File: config.mk
export PLATFORM = sky130hd
export DESIGN_NAME = float_mul_arb
export DESIGN_NICKNAME = d
export VERILOG_FILES = /design/src/rtl/float_mul_arb.sv
export SDC_FILE = /design/constraint.sdc
export NUM_CORES = 1
export LEC_CHECK = 0
export ABC_AREA = 1
export BUFFER_PORTS_ARGS = -buffer_cell sky130_fd_sc_hd__buf_2
export CAP_MARGIN = 40
export CORE_AREA = 3 3 154 156
export CTS_BUF_LIST = sky130_fd_sc_hd__clkbuf_8
export DETAILED_ROUTE_END_ITERATION = 7
export DIE_AREA = 0 0 157 159
export PLACE_DENSITY = 0.44
export SYNTH_ARGS = -nofsm -noshare
export SYNTH_HDL_FRONTEND = slang
export SYNTH_SLANG_ARGS = --single-unit
File: constraint.sdc
create_clock -name clk -period 4 [get_ports clk]
set_clock_uncertainty 0.1 [all_clocks]
set_input_delay 0.6 -clock clk [delete_from_list [all_inputs] [get_ports clk]]
set_output_delay 0.6 -clock clk [all_outputs]
set_load 0.01 [all_outputs]
File: src/rtl/float_mul_arb.sv
// Round-robin arbiter that time-shares one 3-stage pipelined float_mul among NREQ requesters,
// tracking each accepted request with a tag pipeline so results return to the right requester.
module float_mul_arb #(
   parameter int NREQ = 4,
   parameter int IDW  = 2
) (
   input  logic                 clk,
   input  logic                 rst,
   input  logic [NREQ-1:0]      req_valid,
   output logic [NREQ-1:0]      req_ready,
   input  logic [32*NREQ-1:0]   req_v1,
   input  logic [32*NREQ-1:0]   req_v2,
   output logic [31:0]          mul_v1,
   output logic [31:0]          mul_v2,
   input  logic [31:0]          mul_vres,
   output logic [NREQ-1:0]      rsp_valid,
   output logic [31:0]          rsp_data,
   output logic [IDW-1:0]       rsp_id,
   output logic                 busy
);

   logic [IDW-1:0]  last_grant;
   logic            grant_any;
   logic [IDW-1:0]  grant_id;
   logic [2:0]      tag_v;
   logic [IDW-1:0]  tag_id [3];

   // Rotating search starting one past the last winner; first valid requester wins.
   always_comb begin
      logic [NREQ-1:0] rotated;
      int unsigned     idx;
      grant_any = 1'b0;
      grant_id  = '0;
      for (int unsigned k = 1; k <= NREQ; k++) begin
         idx     = (int'(last_grant) + k) % NREQ;
         rotated = req_valid >> idx;
         if (!grant_any && rotated[0]) begin
            grant_any = 1'b1;
            grant_id  = IDW'(idx);
         end
      end
      if (rst) grant_any = 1'b0;
   end

   always_comb begin
      req_ready = '0;
      mul_v1    = '0;
      mul_v2    = '0;
      for (int unsigned i = 0; i < NREQ; i++) begin
         if (grant_any && grant_id == IDW'(i)) begin
            req_ready[i] = 1'b1;
            mul_v1       = req_v1[i*32 +: 32];
            mul_v2       = req_v2[i*32 +: 32];
         end
      end
   end

   always_ff @(posedge clk or posedge rst) begin
      if (rst) begin
         last_grant <= IDW'(NREQ - 1);
      end else if (grant_any) begin
         last_grant <= grant_id;
      end
   end

   // Tag stages run in lockstep with the multiplier's three register stages.
   always_ff @(posedge clk or posedge rst) begin
      if (rst) begin
         tag_v     <= '0;
         tag_id[0] <= '0;
         tag_id[1] <= '0;
         tag_id[2] <= '0;
      end else begin
         tag_v     <= {tag_v[1:0], grant_any};
         tag_id[0] <= grant_id;
         tag_id[1] <= tag_id[0];
         tag_id[2] <= tag_id[1];
      end
   end

   always_ff @(posedge clk or posedge rst) begin
      if (rst) begin
         rsp_valid <= '0;
         rsp_data  <= '0;
         rsp_id    <= '0;
      end else if (tag_v[2]) begin
         rsp_valid <= NREQ'(1) << tag_id[2];
         rsp_data  <= mul_vres;
         rsp_id    <= tag_id[2];
      end else begin
         rsp_valid <= '0;
      end
   end

   assign busy = (|tag_v) | (|rsp_valid);

endmodule
==> results of run 1 <==
[worst max-delay path, stage by stage, from the launching register on]
cell and delay [ps]:
sky130_fd_sc_hd__dfstp_2 650, sky130_fd_sc_hd__inv_4 80, sky130_fd_sc_hd__nand2_1 80, sky130_fd_sc_hd__nand2_1 70, sky130_fd_sc_hd__nand2_1 80, sky130_fd_sc_hd__nand2_1 80, sky130_fd_sc_hd__nor2_4 150, sky130_fd_sc_hd__nand2_1 70
sky130_fd_sc_hd__nand3_1 110, sky130_fd_sc_hd__nand2_4 210, sky130_fd_sc_hd__nor2_4 180, sky130_fd_sc_hd__buf_12 320, sky130_fd_sc_hd__nand2_1 120, sky130_fd_sc_hd__nand4_1 120, sky130_fd_sc_hd__buf_2 160
[area by class of cell]
| type | count | area share [%] |
|---|---|---|
| antenna | 6 | 0.234 |
| timing repair buffer | 413 | 33.5 |
| clock inverter | 3 | 0.234 |
| clock buffer | 5 | 1.07 |
| inverter | 15 | 0.916 |
| tap | 285 | 5.56 |
| multi-input combinational | 423 | 39.4 |
| sequential | 49 | 19.1 |
[report_power, final]
group	leakage, nW	switching [mW]	internal [mW]
clock network	0.0468	0.156	0.119
logic	2.62	3.13	1.57
registers	0.579	0.105	0.693
[flip-flops by register name (all words and copies together), names as in the netlist]
name and cells:
tag_id 6, last_grant 2, rsp_valid 4, tag_v 3, rsp_data 32, rsp_id 2
[worst max path at each step]
stage | startpoint | to | slack (ps) | depth (start not counted)
after global placement | req_valid[3] | mul_v2[2] | 740 | 14
final | last_grant[0] | mul_v2[31] | 420 | 14
after detailed placement | req_valid[3] | mul_v2[31] | 730 | 14
after global routing | last_grant[0] | mul_v2[31] | 170 | 14
after floorplan | rst | mul_v1[12] | 700 | 7
after CTS | last_grant[0] | mul_v2[31] | 370 | 14
[cells in the final DEF, fill, tap and decap left out]
cell                         synthesis  final
sky130_fd_sc_hd__inv_2               3      4
sky130_fd_sc_hd__o21ai_0             3      3
sky130_fd_sc_hd__clkbuf_8            0      5
sky130_fd_sc_hd__dfrtp_1            47     47
sky130_fd_sc_hd__nand2_1            48     48
sky130_fd_sc_hd__nor2_1              9      9
sky130_fd_sc_hd__nand4_1           129    129
sky130_fd_sc_hd__inv_1              11     12
sky130_fd_sc_hd__inv_4               1      1
sky130_fd_sc_hd__nand2_4             2      3
sky130_fd_sc_hd__dfstp_2             2      2
sky130_fd_sc_hd__o21a_1              1      1
sky130_fd_sc_hd__buf_2              39    400
sky130_fd_sc_hd__nand2_2            57     56
sky130_fd_sc_hd__mux2_2             32     32
sky130_fd_sc_hd__nand4_2             1      1
sky130_fd_sc_hd__nor4_1              1      1
sky130_fd_sc_hd__nor2_4              2      3
sky130_fd_sc_hd__nand3_1           136    136
sky130_fd_sc_hd__diode_2             0      6
sky130_fd_sc_hd__buf_4               5      9
sky130_fd_sc_hd__nor3_1              1      1
sky130_fd_sc_hd__buf_12              5      4
sky130_fd_sc_hd__clkinvlp_4          0      1
[logic make-up (layout without fill, tap and decap cells)]
family,after synthesis,after routing,share of synthesized area [%]
compound gates,4,4,0.537
buf+inv,76,436,10.8
flops,49,49,29.3
mux,32,32,8.59
other cells,0,6,0
simple gates,387,387,50.8
[stage by stage]
step	setup slack, ps	hold WS (ps)	std cells	instance area [um2]	utilization, %
2_1_floorplan	703	231	548	4200	-
3_3_place_gp	738	231	1185	6320	28.1
3_5_place_dp	726	236	1185	6320	28.1
4_1_cts	369	258	1193	6400	28.5
5_1_grt	171	263	1199	6420	28.5
6_report	419	254	1199	6420	28.5
[metal layers]
layer  global-route usage, %  share of wire (%)
met2                    29.5                 52
met1                    18.1                 36
met3                    4.24                9.9
met5                       0              0.059
met4                    4.93                2.1
==> out/metrics.yaml, run 1 <==
grt:
  grt_max_degree: 73
  antenna_found_initial: 7
  groute.usage.overall_pct: 16.2
  gr-total-overflow: 0
  number_of_global_route_vias_before_repair: 5563
  grt_pass1_wl_um: 31900
synth:
  post_synth.cell_area_avg_um2: 7.66
  synth-seq-area-share_pct: 29.3
  synth_enable_flop_cells: 0
  ys_top_cells_by_count: "136 x sky130_fd_sc_hd__nand3_1, 129 x sky130_fd_sc_hd__nand4_1, 57 x sky130_fd_sc_hd__nand2_2"
  synth.top_cells.by_area: "sky130_fd_sc_hd__dfrtp_1 28%, sky130_fd_sc_hd__nand4_1 19%, sky130_fd_sc_hd__nand3_1 16%, sky130_fd_sc_hd__mux2_2 8.6%, sky130_fd_sc_hd__nand2_2 8.5%"
  synthesis_warning_total: 0
  syn_inst: 548
  yosysTopAreaCellShare_pct: 28.0
  yosys.cell_types.count: 25
  mappedNetlistNets: 842
  yosysTopAreaCell: "sky130_fd_sc_hd__dfrtp_1"
  synthesis.area_um2: 4200
  ys_async_sr_fraction_pct: 100
  primary_flip_flop_cell_chosen_by_synthesis_mapping: "sky130_fd_sc_hd__dfrtp_1"
  yosys.cell_count.top_type: "sky130_fd_sc_hd__nand3_1"
  synth.ff_latch_count: 49
sta:
  timing_max_transition_violations_final: 0
  report.final.setup_viol: 0
  final.min_clock_period_ps: 3580
  finalHoldViolCount: 0
  relative_slew_slack_pct: 59.1
  totalNegativeSetupSlack_ps: 0
  grt_setup_unrepaired: "no"
  worstMarginPinSlew_ps: 614
  maxClockFrequency_mhz: 279
  post-route-period-util_pct: 89.5
floorplanning:
  die_h_um: 159
  initial_utilization_pct: 18.6
  std_cell_rows: 55
  fp.coreArea_um2: 22500
  top_level_ports: 401
  floorplan.die.width_um: 157
  design.die.area_um2: 25000
worst_setup_path:
  critPathArrivalTime_ps: 2880
  worst_r2r_startpoint: "last_grant[0]"
  critPathRequiredTime_ps: 3300
  critPathCaptureType: "output port"
  critical_path.max_fanout: 65
  timing.setup.critical_path_class: "flop to output port"
  worst-r2r-setup-slack_ps: 1650
  critPathLaunchType: "flop"
  number_of_cells_on_the_worst_reg_to_reg_path: 11
  r2r_end: "tag_id[4]"
clock_network:
  cts_tree: "built"
  post_cts_resize_count: 0
  cts_buffers: 5
  clockBufferDepth: 2
  insertion_delay_to_the_later_sink_of_the_worst_skew_pair_ps: 300
  clkSinkCount: 49
  clk_root_buffer_cell: "sky130_fd_sc_hd__clkbuf_8"
  cts_setup_buffers: 0
  worst_setup_hold_path_clk_slew_ps: 90
  cts_max_level: 2
  cts_hold_buf: 0
min_path:
  min_delay_worst_endpoint: "tag_id[3]"
  min_path_type: "flop to flop"
  min_path_cells: 0
  hold_path.startpoint: "tag_id[5]"
drt:
  detail_route.vias_per_cell: 4.82
  ant_nets: 0
  drt_pre_antenna_iters: 5
  total_detailed_routing_wirelength_um: 22000
  route.vias.total: 5774
  drt_iter0_drc: 366
  post-route-drc-count: 0
  wl_per_cell_um: 18.4
final_layout:
  area_growth_pct: 53.0
  design.final.nets: 1201
  fillers: 2542
  area_taken_by_multi_input_logic_gates_um2: 2530
  seq_area_um2: 1230
  post_route_cells_drive_above_1_share_pct: 57.4
place:
  portBuffers: 400
  place_congestion: 0.924
  post-dp-hpwl_um: 17200
pwr:
  post-layout-total-power_mw: 5.76
  p_leak_nw: 3.24
  pwr_density_cell_nw_per_um2: 898
  power.ir.vdd_worst_uv: 451
run_status:
  status: "complete, no violations"
flow_run:
  drv.max_cap_violation_count: 0
(Power assumes the default switching activity.)
==> inputs of run 2 (changes only) <==
GPL_ROUTABILITY_DRIVEN = 0   (was default)
clock period = 3.6 ns   (was 4 ns; I/O delays follow)
==> run 2 against run 1 <==
  * First-iteration DRC count fell by 25%
  * Die area is the same
  * Global-route usage up 0.37 points
  * Sequential power increased by 11%
  * Setup slack worse by 180 ps
  * Critical endpoint unchanged
  * Flip-flop and latch count unchanged
==> out/metrics.yaml, run 2 (synthesis results as in run 1) <==
clock_network:
  cts_setup_buffers: 0
  cts_hold_buf: 0
  cts_tree: "built"
  insertion_delay_to_the_later_sink_of_the_worst_skew_pair_ps: 310
  worst_setup_hold_path_clk_slew_ps: 100
  cts_max_level: 2
  clk_root_buffer_cell: "sky130_fd_sc_hd__clkbuf_8"
  clockBufferDepth: 2
  post_cts_resize_count: 0
  cts_buffers: 5
  clkSinkCount: 49
final_layout:
  design.final.nets: 1210
  final_common_cell: "sky130_fd_sc_hd__buf_2"
  finish.instance_area_um2: 6520
  post_route_cells_drive_above_1_share_pct: 58.0
  area_growth_pct: 55.3
  largest_register_ffs: 32
  registers.top_by_ff_count: "rsp_data"
  layout_common_cells: "400 x sky130_fd_sc_hd__buf_2, 136 x sky130_fd_sc_hd__nand3_1, 129 x sky130_fd_sc_hd__nand4_1"
  final_cells: 1210
  layout_top_registers: "rsp_data: 32 flops, tag_id: 6 flops, rsp_valid: 4 flops"
  fin_util_pct: 29.0
place:
  dp_slack_ps: 545
  post-dp-hpwl_um: 17500
  portBuffers: 400
  placed_cells: 1192
  placed_cell_area_um2: 6370
grt:
  gr-total-overflow: 0
  groute.usage.overall_pct: 16.5
  grt_pass1_wl_um: 32700
  number_of_global_route_vias_before_repair: 5679
  antenna_found_initial: 10
  grt_max_degree: 99
pwr:
  power.internal_mw: 2.75
  power.share.clock_pct: 5.4
  combinationalPowerShare_pct: 81.2
  pwr_density_cell_nw_per_um2: 1010
  power_frac_seq_pct: 13.4
  power.ir.vdd_worst_uv: 770
  post-layout-total-power_mw: 6.59
  p_leak_nw: 3.30
  p_sw_share_pct: 58.3
  net-switching-power_mw: 3.84
worst_setup_path:
  critical_path.max_fanout: 44
  worst_r2r_startpoint: "last_grant[0]"
  critPathLaunchType: "flop"
  number_of_cells_on_the_worst_reg_to_reg_path: 11
  worst-r2r-setup-slack_ps: 1420
  critPathCaptureType: "output port"
  critPathRequiredTime_ps: 2960
  critPathArrivalTime_ps: 2720
  r2r_end: "last_grant[1]"
  timing.setup.critical_path_class: "flop to output port"
sta:
  setup_slack_ps: 236
  post-route-period-util_pct: 93.5
  finalHoldViolCount: 0
  worstMarginPinSlew_ps: 639
  totalNegativeSetupSlack_ps: 0
  timing_max_transition_violations_final: 0
  grt_setup_unrepaired: "no"
  maxClockFrequency_mhz: 297
  relative_slew_slack_pct: 57.4
  final.min_clock_period_ps: 3360
  timing.hold.ws_ps: 258
  report.final.setup_viol: 0
floorplanning:
  die_h_um: 159
  top_level_ports: 401
  std_cell_rows: 55
  fp.coreArea_um2: 22500
  initial_utilization_pct: 18.6
  design.die.area_um2: 25000
  floorplan.die.width_um: 157
min_path:
  min_path_cells: 0
  min_delay_worst_endpoint: "tag_id[1]"
  hold_path.startpoint: "tag_id[3]"
  min_path_type: "flop to flop"
drt:
  drt_iter0_drc: 274
  drt_pre_antenna_iters: 5
  route.vias.total: 5804
  post-route-drc-count: 0
  wl_per_cell_um: 18.3
  ant_nets: 0
  total_detailed_routing_wirelength_um: 22200
  detail_route.vias_per_cell: 4.80
flow_run:
  drv.max_cap_violation_count: 0
run_status:
  status: "complete, no violations"
==> run 2: critical path, cell delays in order (launching register included) <==
cell and delay (ps):
sky130_fd_sc_hd__dfstp_2 640, sky130_fd_sc_hd__inv_4 80, sky130_fd_sc_hd__nand2_1 80, sky130_fd_sc_hd__nand2_1 70, sky130_fd_sc_hd__nand2_1 80, sky130_fd_sc_hd__nand2_1 80, sky130_fd_sc_hd__nor2_4 140, sky130_fd_sc_hd__nand4_2 90
sky130_fd_sc_hd__nand2_2 140, sky130_fd_sc_hd__buf_4 470, sky130_fd_sc_hd__nand4_1 170, sky130_fd_sc_hd__nand4_1 160, sky130_fd_sc_hd__buf_2 160
==> run 2: layout make-up <==
class                      count  area [um2]
multi-input combinational    423        2530
timing repair buffer         422        2230
fill                        2540       16000
clock buffer                   5        68.8
clock inverter                 3        28.8
antenna                        8        20.0
sequential                    49        1230
inverter                      15        58.8
tap                          285         357
==> run 2: worst max path at each step <==
stage                             start          to  slack [ps]  cells after the start
after floorplan                     rst  mul_v1[12]         420                      7
after global placement    last_grant[0]  mul_v1[27]         580                     14
after detailed placement  last_grant[0]  mul_v1[15]         550                     14
after CTS                 last_grant[0]  mul_v1[15]         170                     14
after global routing      last_grant[0]  mul_v1[28]          20                     14
final                     last_grant[0]  mul_v2[31]         240                     12
==> run 2: layer usage <==
metal | part of all wire [%] | track usage [%] | up-vias
met5 | 0.18 | 0 | -
met2 | 52 | 29.8 | 291
met4 | 2.0 | 4.78 | 6
met1 | 36 | 18.4 | 2722
li1 | - | - | 2762
met3 | 9.7 | 5.46 | 23
==> run 2: power groups by stage <==
stage                     clock [mW]  combinational, mW  sequential [mW]
final                          0.355               5.35            0.884
after global routing           0.403               5.86            0.914
after CTS                      0.380               5.40            0.890
after detailed placement           0               5.37            0.902
after global placement             0               5.41            0.898
after floorplan                    0               3.42            0.952
==> inputs of run 3 (changes only) <==
REMOVE_ABC_BUFFERS = 1   (was default)
==> run 3 against run 2 <==
  * First-iteration DRC count up 5.5%
  * Fmax up 0.67%
  * Sequential share of layout area up 0.084 points
  * Sequential power about the same
  * Clock power up 15%
  * Largest cell class unchanged
  * Highest routed layer unchanged
==> out/metrics.yaml, run 3 (synthesis results as in run 1) <==
worst_setup_path:
  critPathArrivalTime_ps: 2700
  critPathRequiredTime_ps: 2960
  critPathCaptureType: "output port"
  critPathLaunchType: "flop"
  worst_r2r_startpoint: "last_grant[0]"
  timing.setup.critical_path_class: "flop to output port"
  worst_setup_path_startpoint: "last_grant[0]"
  critical_path.max_fanout: 45
  number_of_cells_on_the_worst_reg_to_reg_path: 12
run_status:
  status: "complete, no violations"
sta:
  timing.hold.ws_ps: 255
  final.min_clock_period_ps: 3340
  finalHoldViolCount: 0
  totalNegativeSetupSlack_ps: 0
  relative_slew_slack_pct: 59.2
  worstMarginPinSlew_ps: 613
  report.final.setup_viol: 0
  timing_max_transition_violations_final: 0
  grt_setup_unrepaired: "no"
  post-route-period-util_pct: 92.8
  maxClockFrequency_mhz: 299
clock_network:
  worst_setup_hold_path_clk_slew_ps: 90
  insertion_delay_to_the_later_sink_of_the_worst_skew_pair_ps: 300
  cts_buffers: 5
  cts_max_level: 2
  cts_setup_buffers: 0
  clkSinkCount: 49
  cts_hold_buf: 0
  cts_tree: "built"
  clk_root_buffer_cell: "sky130_fd_sc_hd__clkbuf_8"
  clockBufferDepth: 2
floorplanning:
  std_cell_rows: 55
  design.die.area_um2: 25000
  initial_utilization_pct: 18.6
  top_level_ports: 401
  die_h_um: 159
  floorplan.die.width_um: 157
  fp.coreArea_um2: 22500
final_layout:
  post_route_cells_drive_above_1_share_pct: 57.6
  layout_top_registers: "rsp_data: 32 flops, tag_id: 6 flops, rsp_valid: 4 flops"
  fillers: 2504
  area_growth_pct: 54.6
  final_common_cell: "sky130_fd_sc_hd__buf_2"
  layout_common_cells: "400 x sky130_fd_sc_hd__buf_2, 136 x sky130_fd_sc_hd__nand3_1, 129 x sky130_fd_sc_hd__nand4_1"
  registers.top_by_ff_count: "rsp_data"
  largest_register_ffs: 32
  finish.instance_area_um2: 6490
  fin_util_pct: 28.8
  design.final.nets: 1201
grt:
  grt_max_degree: 86
  grt_pass1_wl_um: 31700
  number_of_global_route_vias_before_repair: 5601
  gr-total-overflow: 0
  groute.usage.overall_pct: 16.0
  antenna_found_initial: 7
drt:
  total_detailed_routing_wirelength_um: 21600
  drt_iter0_drc: 289
  drt_pre_antenna_iters: 4
  post-route-drc-count: 0
  detail_route.vias_per_cell: 4.80
  ant_nets: 0
  route.vias.total: 5741
  wl_per_cell_um: 18.0
pwr:
  pwr_density_cell_nw_per_um2: 1020
  post-layout-total-power_mw: 6.62
  power.ir.vdd_worst_uv: 611
  p_leak_nw: 3.27
min_path:
  min_path_type: "flop to flop"
  hold_path.startpoint: "tag_id[4]"
  min_path_cells: 0
place:
  portBuffers: 400
  placed_cell_area_um2: 6360
  post-dp-hpwl_um: 16900
flow_run:
  drv.max_cap_violation_count: 0
## run 3: changes by cell type in the layout (fill, tap and decap cells not counted)
cell,before,now
sky130_fd_sc_hd__diode_2,8,4
sky130_fd_sc_hd__inv_2,4,3
sky130_fd_sc_hd__buf_4,17,6
sky130_fd_sc_hd__inv_6,1,0
sky130_fd_sc_hd__buf_12,5,7
sky130_fd_sc_hd__inv_4,1,2
sky130_fd_sc_hd__bufinv_16,0,1
## run 3: power breakdown
part	internal, mW	total, mW	switching, mW
clock network	0.213	0.407	0.194
logic	1.82	5.33	3.51
registers	0.769	0.881	0.112
## run 3: worst paths after layout
check,to,slack (ps)
setup / recovery,mul_v1[12],260
hold / removal,tag_id[2],250
setup reg to reg,last_grant[0],1400
hold reg to reg,tag_id[2],250
max in group asynchronous,tag_v[1],2670
min in group asynchronous,rsp_data[0],320
## run 3: metal layers
metal | up-vias | global-route usage [%] | share of wire [%]
li1 | 2733 | - | -
met1 | 2724 | 18.1 | 38
met2 | 252 | 29.8 | 52
met3 | 28 | 3.53 | 7.5
met4 | 4 | 4.34 | 2.2
met5 | - | 0 | 0.12
## run 3: area by class of cell
| cell class | instances | area [um2] | area share (%) |
|---|---|---|---|
| flip-flops and latches | 49 | 1230 | 18.9 |
| diodes | 4 | 10.0 | 0.154 |
| inverters | 15 | 61.3 | 0.945 |
| clock inverters | 3 | 50.0 | 0.771 |
| repair buffers | 413 | 2190 | 33.7 |
| multi-input cells | 423 | 2530 | 38.9 |
| clock buffers | 5 | 68.8 | 1.06 |
| well taps | 285 | 357 | 5.50 |
## run 3: critical path: stages, from the launching register on
cell and delay [ps]:
sky130_fd_sc_hd__dfstp_2 640, sky130_fd_sc_hd__inv_4 80, sky130_fd_sc_hd__nand2_1 60, sky130_fd_sc_hd__nand2_1 80, sky130_fd_sc_hd__inv_1 80, sky130_fd_sc_hd__nand2_1 60, sky130_fd_sc_hd__nand2_2 100, sky130_fd_sc_hd__inv_1 50
sky130_fd_sc_hd__nand2_1 60, sky130_fd_sc_hd__nand3_1 100, sky130_fd_sc_hd__nand2_4 130, sky130_fd_sc_hd__buf_4 420, sky130_fd_sc_hd__nand3_1 220, sky130_fd_sc_hd__nand4_1 130, sky130_fd_sc_hd__buf_2 130
## run 3: metrics by stage
| step | setup slack (ps) | std cells |
|---|---|---|
| after floorplan | -1640 | 487 |
| after global routing | 17.1 | 1197 |
| after detailed placement | 452 | 1185 |
| after global placement | 488 | 1185 |
| after CTS | 96.4 | 1193 |
| final | 258 | 1197 |
## run 3: timing repair
action                                  4_1_cts  5_1_grt
gates resized for setup                       0        2
hold endpoints to repair                      0        0
endpoints found under the setup margin        0       40
